<file path="config.mk">
export PLATFORM = sky130hd
export DESIGN_NAME = ex_mem_pipe_reg
export DESIGN_NICKNAME = d
export VERILOG_FILES = /design/src/rtl/exmem_pkg.sv /design/src/rtl/pipe_field_reg.sv /design/src/rtl/ex_mem_pipe_reg.sv
export SDC_FILE = /design/constraint.sdc
export NUM_CORES = 1
export LEC_CHECK = 0
export CAP_MARGIN = 20
export CORE_MARGIN = 3
export CORE_UTILIZATION = 43
export DETAILED_ROUTE_END_ITERATION = 8
export GPL_ROUTABILITY_DRIVEN = 0
export GPL_TIMING_DRIVEN = 0
export PLACE_DENSITY = 0.94
export SYNTH_ARGS = -nofsm -noshare
export SYNTH_HDL_FRONTEND = slang
export SYNTH_SLANG_ARGS = --single-unit
</file>
<file path="constraint.sdc">
create_clock -name Clk -period 3 [get_ports Clk]
set_input_delay 0.9 -clock Clk [delete_from_list [all_inputs] [get_ports Clk]]
set_output_delay 0.9 -clock Clk [all_outputs]
set_load 0.02 [all_outputs]
</file>
<file path="src/rtl/exmem_pkg.sv">
// Shared encodings and control-bundle bit positions for the
// ID/EX, EX/MEM and MEM/WB pipeline registers.
package exmem_pkg;

   typedef enum logic [1:0] {
      MEM_WORD = 2'b00,
      MEM_HALF = 2'b01,
      MEM_BYTE = 2'b10
   } mem_size_e;

   localparam logic [4:0] REG_ZERO = 5'd0;

   localparam int CTL_REGWRITE = 0;
   localparam int CTL_MEMREAD  = 1;
   localparam int CTL_MEMWRITE = 2;
   localparam int CTL_MEMTOREG = 3;
   localparam int CTL_BRANCH   = 4;
   localparam int CTL_BRANCHNE = 5;
   localparam int CTL_W        = 6;

endpackage

</file>
<file path="src/rtl/pipe_field_reg.sv">
// Generic pipeline field register: async active-low clear,
// stall holds, flush loads zero (flush beats stall).
module pipe_field_reg #(
   parameter int W = 8
) (
   input  logic         clk,
   input  logic         rst_n,
   input  logic         stall,
   input  logic         flush,
   input  logic [W-1:0] d,
   output logic [W-1:0] q
);

   always_ff @(posedge clk or negedge rst_n) begin
      if (!rst_n)
         q <= '0;
      else if (flush)
         q <= '0;
      else if (!stall)
         q <= d;
   end

endmodule

</file>
<file path="src/rtl/ex_mem_pipe_reg.sv">
// EX/MEM pipeline register with stall/flush and branch resolve.
// Optional stall counter: define EXMEM_STALL_CNT_EN.
module ex_mem_pipe_reg
   import exmem_pkg::*;
#(
   parameter int DATA_W     = 32,
   parameter int REG_ADDR_W = 5
) (
   input  logic                  Clk,
   input  logic                  Rst,
   input  logic                  Stall,
   input  logic                  Flush,
   input  logic                  Valid_in,
   input  logic [DATA_W-1:0]     ALUResult_in,
   input  logic                  Zero_in,
   input  logic [DATA_W-1:0]     WriteData_in,
   input  logic [REG_ADDR_W-1:0] WriteReg_in,
   input  logic [DATA_W-1:0]     PCPlus4_in,
   input  logic [DATA_W-1:0]     BranchTarget_in,
   input  logic                  RegWrite_in,
   input  logic                  MemRead_in,
   input  logic                  MemWrite_in,
   input  logic                  MemToReg_in,
   input  logic                  Branch_in,
   input  logic                  BranchNe_in,
   input  logic [1:0]            MemSize_in,
`ifdef EXMEM_STALL_CNT_EN
   input  logic                  StallCountClr,
   output logic [31:0]           StallCount_out,
`endif
   output logic                  Valid_out,
   output logic [DATA_W-1:0]     ALUResult_out,
   output logic                  Zero_out,
   output logic [DATA_W-1:0]     WriteData_out,
   output logic [REG_ADDR_W-1:0] WriteReg_out,
   output logic [DATA_W-1:0]     PCPlus4_out,
   output logic [DATA_W-1:0]     BranchTarget_out,
   output logic                  RegWrite_out,
   output logic                  MemRead_out,
   output logic                  MemWrite_out,
   output logic                  MemToReg_out,
   output logic                  Branch_out,
   output logic                  BranchNe_out,
   output logic [1:0]            MemSize_out,
   output logic                  BranchTaken_out
);

   localparam int DW = 4*DATA_W + REG_ADDR_W + 3;

   logic [DW-1:0]  d_in;
   logic [DW-1:0]  d_q;
   logic [CTL_W:0] c_in;
   logic [CTL_W:0] c_q;
   logic           wr_nz;

   assign d_in = {ALUResult_in, Zero_in, WriteData_in,
                  WriteReg_in, PCPlus4_in,
                  BranchTarget_in, MemSize_in};

   assign {ALUResult_out, Zero_out, WriteData_out,
           WriteReg_out, PCPlus4_out,
           BranchTarget_out, MemSize_out} = d_q;

   assign wr_nz = (WriteReg_in != REG_ADDR_W'(REG_ZERO));

   // Non-valid entries never write; read wins an illegal rd+wr.
   always_comb begin
      c_in = '0;
      c_in[CTL_W]        = Valid_in;
      c_in[CTL_REGWRITE] = Valid_in & RegWrite_in & wr_nz;
      c_in[CTL_MEMREAD]  = Valid_in & MemRead_in;
      c_in[CTL_MEMWRITE] = Valid_in & MemWrite_in & ~MemRead_in;
      c_in[CTL_MEMTOREG] = Valid_in & MemToReg_in;
      c_in[CTL_BRANCH]   = Valid_in & Branch_in;
      c_in[CTL_BRANCHNE] = Valid_in & BranchNe_in;
   end

   pipe_field_reg #(.W(DW)) u_data (
      .clk   (Clk),
      .rst_n (Rst),
      .stall (Stall),
      .flush (Flush),
      .d     (d_in),
      .q     (d_q)
   );

   pipe_field_reg #(.W(CTL_W+1)) u_ctl (
      .clk   (Clk),
      .rst_n (Rst),
      .stall (Stall),
      .flush (Flush),
      .d     (c_in),
      .q     (c_q)
   );

   assign Valid_out    = c_q[CTL_W];
   assign RegWrite_out = c_q[CTL_REGWRITE];
   assign MemRead_out  = c_q[CTL_MEMREAD];
   assign MemWrite_out = c_q[CTL_MEMWRITE];
   assign MemToReg_out = c_q[CTL_MEMTOREG];
   assign Branch_out   = c_q[CTL_BRANCH];
   assign BranchNe_out = c_q[CTL_BRANCHNE];

   assign BranchTaken_out = Valid_out & Branch_out &
                            (BranchNe_out ? ~Zero_out : Zero_out);

`ifdef EXMEM_STALL_CNT_EN
   always_ff @(posedge Clk or negedge Rst) begin
      if (!Rst)
         StallCount_out <= '0;
      else if (StallCountClr)
         StallCount_out <= '0;
      else if (Stall && !Flush && (StallCount_out != 32'hFFFF_FFFF))
         StallCount_out <= StallCount_out + 32'd1;
   end
`endif

endmodule

</file>
==> flow_metrics.tcl <==
set metrics [dict create \
    initial_utilization_pct 44.8 \
    io_pins 291 \
    grt_start_max_net_pins 101 \
    drt_first_pass_iters 4 \
    yosys-mux-area-fraction_pct 23.6 \
    stdcell_area_um2 9440 \
    htree_levels 4 \
    ys_ff_latch 143 \
    crit_type "reg2out" \
    portBuffers 288 \
    p_leak_uw 0.00447 \
    area_delta_synth_final_pct 63.7 \
    maxClockFrequency_ghz 0.373 \
    holdBufCountCts 0 \
    ys_seq_area_share_pct 62.0 \
    antenna_found_initial 0 \
    final_nets 926 \
    yosysUniqueCellTypes 18 \
    ir_drop_v 0.000374 \
    switchingPower_uw 1240 \
    global_route.usage.met3_pct 9.70 \
    yosysWarnings 0 \
    total_power_uw 4940 \
    synth-xor-area-share_pct 0.152 \
    grt-busiest-layer "met2" \
    finClkSkew_ps 0 \
    hold_viol 0 \
    startpoint_type "flop" \
    synth_top_cell_area_share_pct 62.0 \
    grtUsageTotal_pct 24.8 \
    core_area_um2 12900 \
    synth_common_cells "dfrtp_1, nor2_1, mux2i_1" \
    avgSynthCellArea_um2 12.2 \
    async_reset_ff_share_pct 100 \
    path_clk_slew_ps 60 \
    combPwrFrac_pct 18.1 \
    placed_cell_area_um2 8890 \
    pwr-share-clk_pct 39.4 \
    required_ps 2100 \
    drv_cap 0 \
    ant_nets 0 \
    netlist_area_um2 5770 \
    cp_max_fo 3 \
    cts-root-buf "clkbuf_16" \
    finalCriticalPeriod_ps 2680 \
    fillers 860 \
    wirelength_um 18100 \
    rsz0062_at_grt "false" \
    cts_buffers 17 \
    num_vias 4773 \
    dieArea_um2 14800 \
    num_antenna_cells 0 \
    setup_viol 0 \
    drv_slew 0 \
    die_h_um 122 \
    synth_top_area_cell "dfrtp_1" \
    hpwl_um 13700 \
    swShare_pct 25.0 \
    route.detailed.drc 0 \
    synth_top_family_by_area "multiplexers" \
    grt_pass1_wl_um 27900 \
    crit_path_start "u_ctl.q[5]$_DFFE_PN0P_" \
    grt_use_met2_pct 44.9 \
    period_share_pct 89.4 \
    power_density_nw_per_um2 524 \
    seqPwrFrac_pct 42.5 \
    stdcell_count 964 \
    postCtsSetupRepairBufs 0 \
    hp-class "in2async" \
    syn_nets 618 \
    r2r-start "u_data.q[16]$_DFFE_PN0P_" \
    worstSetupEndpointType "output pin" \
    synth-main-ff-cell "dfrtp_1" \
    drive_gt1_share_pct 6.44 \
    wl_per_cell_um 18.8 \
    synth.most_common_cell "dfrtp_1" \
    setup_tns_ps 0 \
    grt_pass1_vias 5260 \
    synth-compound-area-share_pct 1.04 \
    drtIter0Drc 219 \
    synthCells 471 \
    dp.cells 932 \
    clk_latency_ps 400 \
    power.internal_uw 3710 \
    worstMarginPinSlew_ps 596 \
    ys_top_cells_by_area "dfrtp_1, mux2i_1, nor2_1" \
    slew_headroom_pct 60.2 \
    cts_tree "built" \
    avgViaCountPerCell 4.95 \
    final_util_pct 73.3 \
    overflow 0 \
    cts_resized 0 \
    cts.sinks 143 \
    cts_max_path_buffers 2 \
    outcome "finished clean" \
    synth-edff-count 0 \
    synth_fa_ha_area_share_pct 0 \
    synth-simple-area-share_pct 10.0 \
    rows 41 \
    cp.arrival_ps 1780 \
    grtUsageMet1_pct 25.4 \
    chipWidth_um 122 \
]
[power by group through the flow]
stage	logic, uW	registers (uW)	clock network (uW)
floorplan	235	2260	0
global placement	867	2120	0
detailed placement	896	2130	0
CTS	904	2100	1980
global route	955	2110	2070
finish	894	2100	1950
[flip-flops by register name, indices dropped and copies added, names as in the netlist]
name,flops
u_data.q,136
u_ctl.q,7
[cell families (layout without fill, tap and decap cells)]
kind of cell / count (synthesis) / in the layout
compound gates: 8 / 8
xor+xnor: 1 / 1
buf+inv: 33 / 354
flops: 143 / 143
mux: 136 / 136
simple gates: 150 / 150
[layer usage]
layer / part of all wire (%) / routed length [um]
met5: 0 / 0
met4: 3.1 / 554
met3: 9.9 / 1790
met2: 52 / 9470
met1: 35 / 6300
[layout by cell type (no fill, tap or decap), drive strengths merged, types with 3 or more instances in the layout]
cell / count
clkbuf: 38
clkdlybuf4s50: 287
clkinv: 6
nand2: 4
nor2: 140
nand3: 3
dfrtp: 143
buf: 21
mux2i: 136
a21oi: 5
[worst paths after layout]
check	slack, ps	end	depth (start not counted)
max	320	BranchTaken_out	3
min	410	u_data.q[10]$_DFFE_PN0P_	1
max reg2reg	2220	u_data.q[16]$_DFFE_PN0P_	2
min reg2reg	520	u_data.q[120]$_DFFE_PN0P_	2
max in group asynchronous	1740	u_data.q[122]$_DFFE_PN0P_	2
min in group Clk	520	u_data.q[120]$_DFFE_PN0P_	2
[critical path, cell delays in order, from the launching register on]
cell and delay [ps]:
dfrtp_1 410, xor2_1 180, and3_1 170, clkdlybuf4s50_1 610
[through the flow]
step,hold slack [ps],setup WS (ps)
2_1_floorplan,604,1220
3_3_place_gp,496,-4320
3_5_place_dp,513,722
4_1_cts,405,285
5_1_grt,422,217
6_report,411,319
[layout make-up]
type	instances	area [um^2]	area share [%]
Buffer	32	176	1.87
Clock buffer	25	485	5.14
Sequential cell	143	3580	37.9
Multi-Input combinational cell	295	2010	21.3
Clock inverter	7	60.1	0.636
Timing Repair Buffer	289	2910	30.8
Tap cell	172	215	2.28
Inverter	1	3.75	0.0398
No activity file was read; power rests on OpenSTA's default activity.
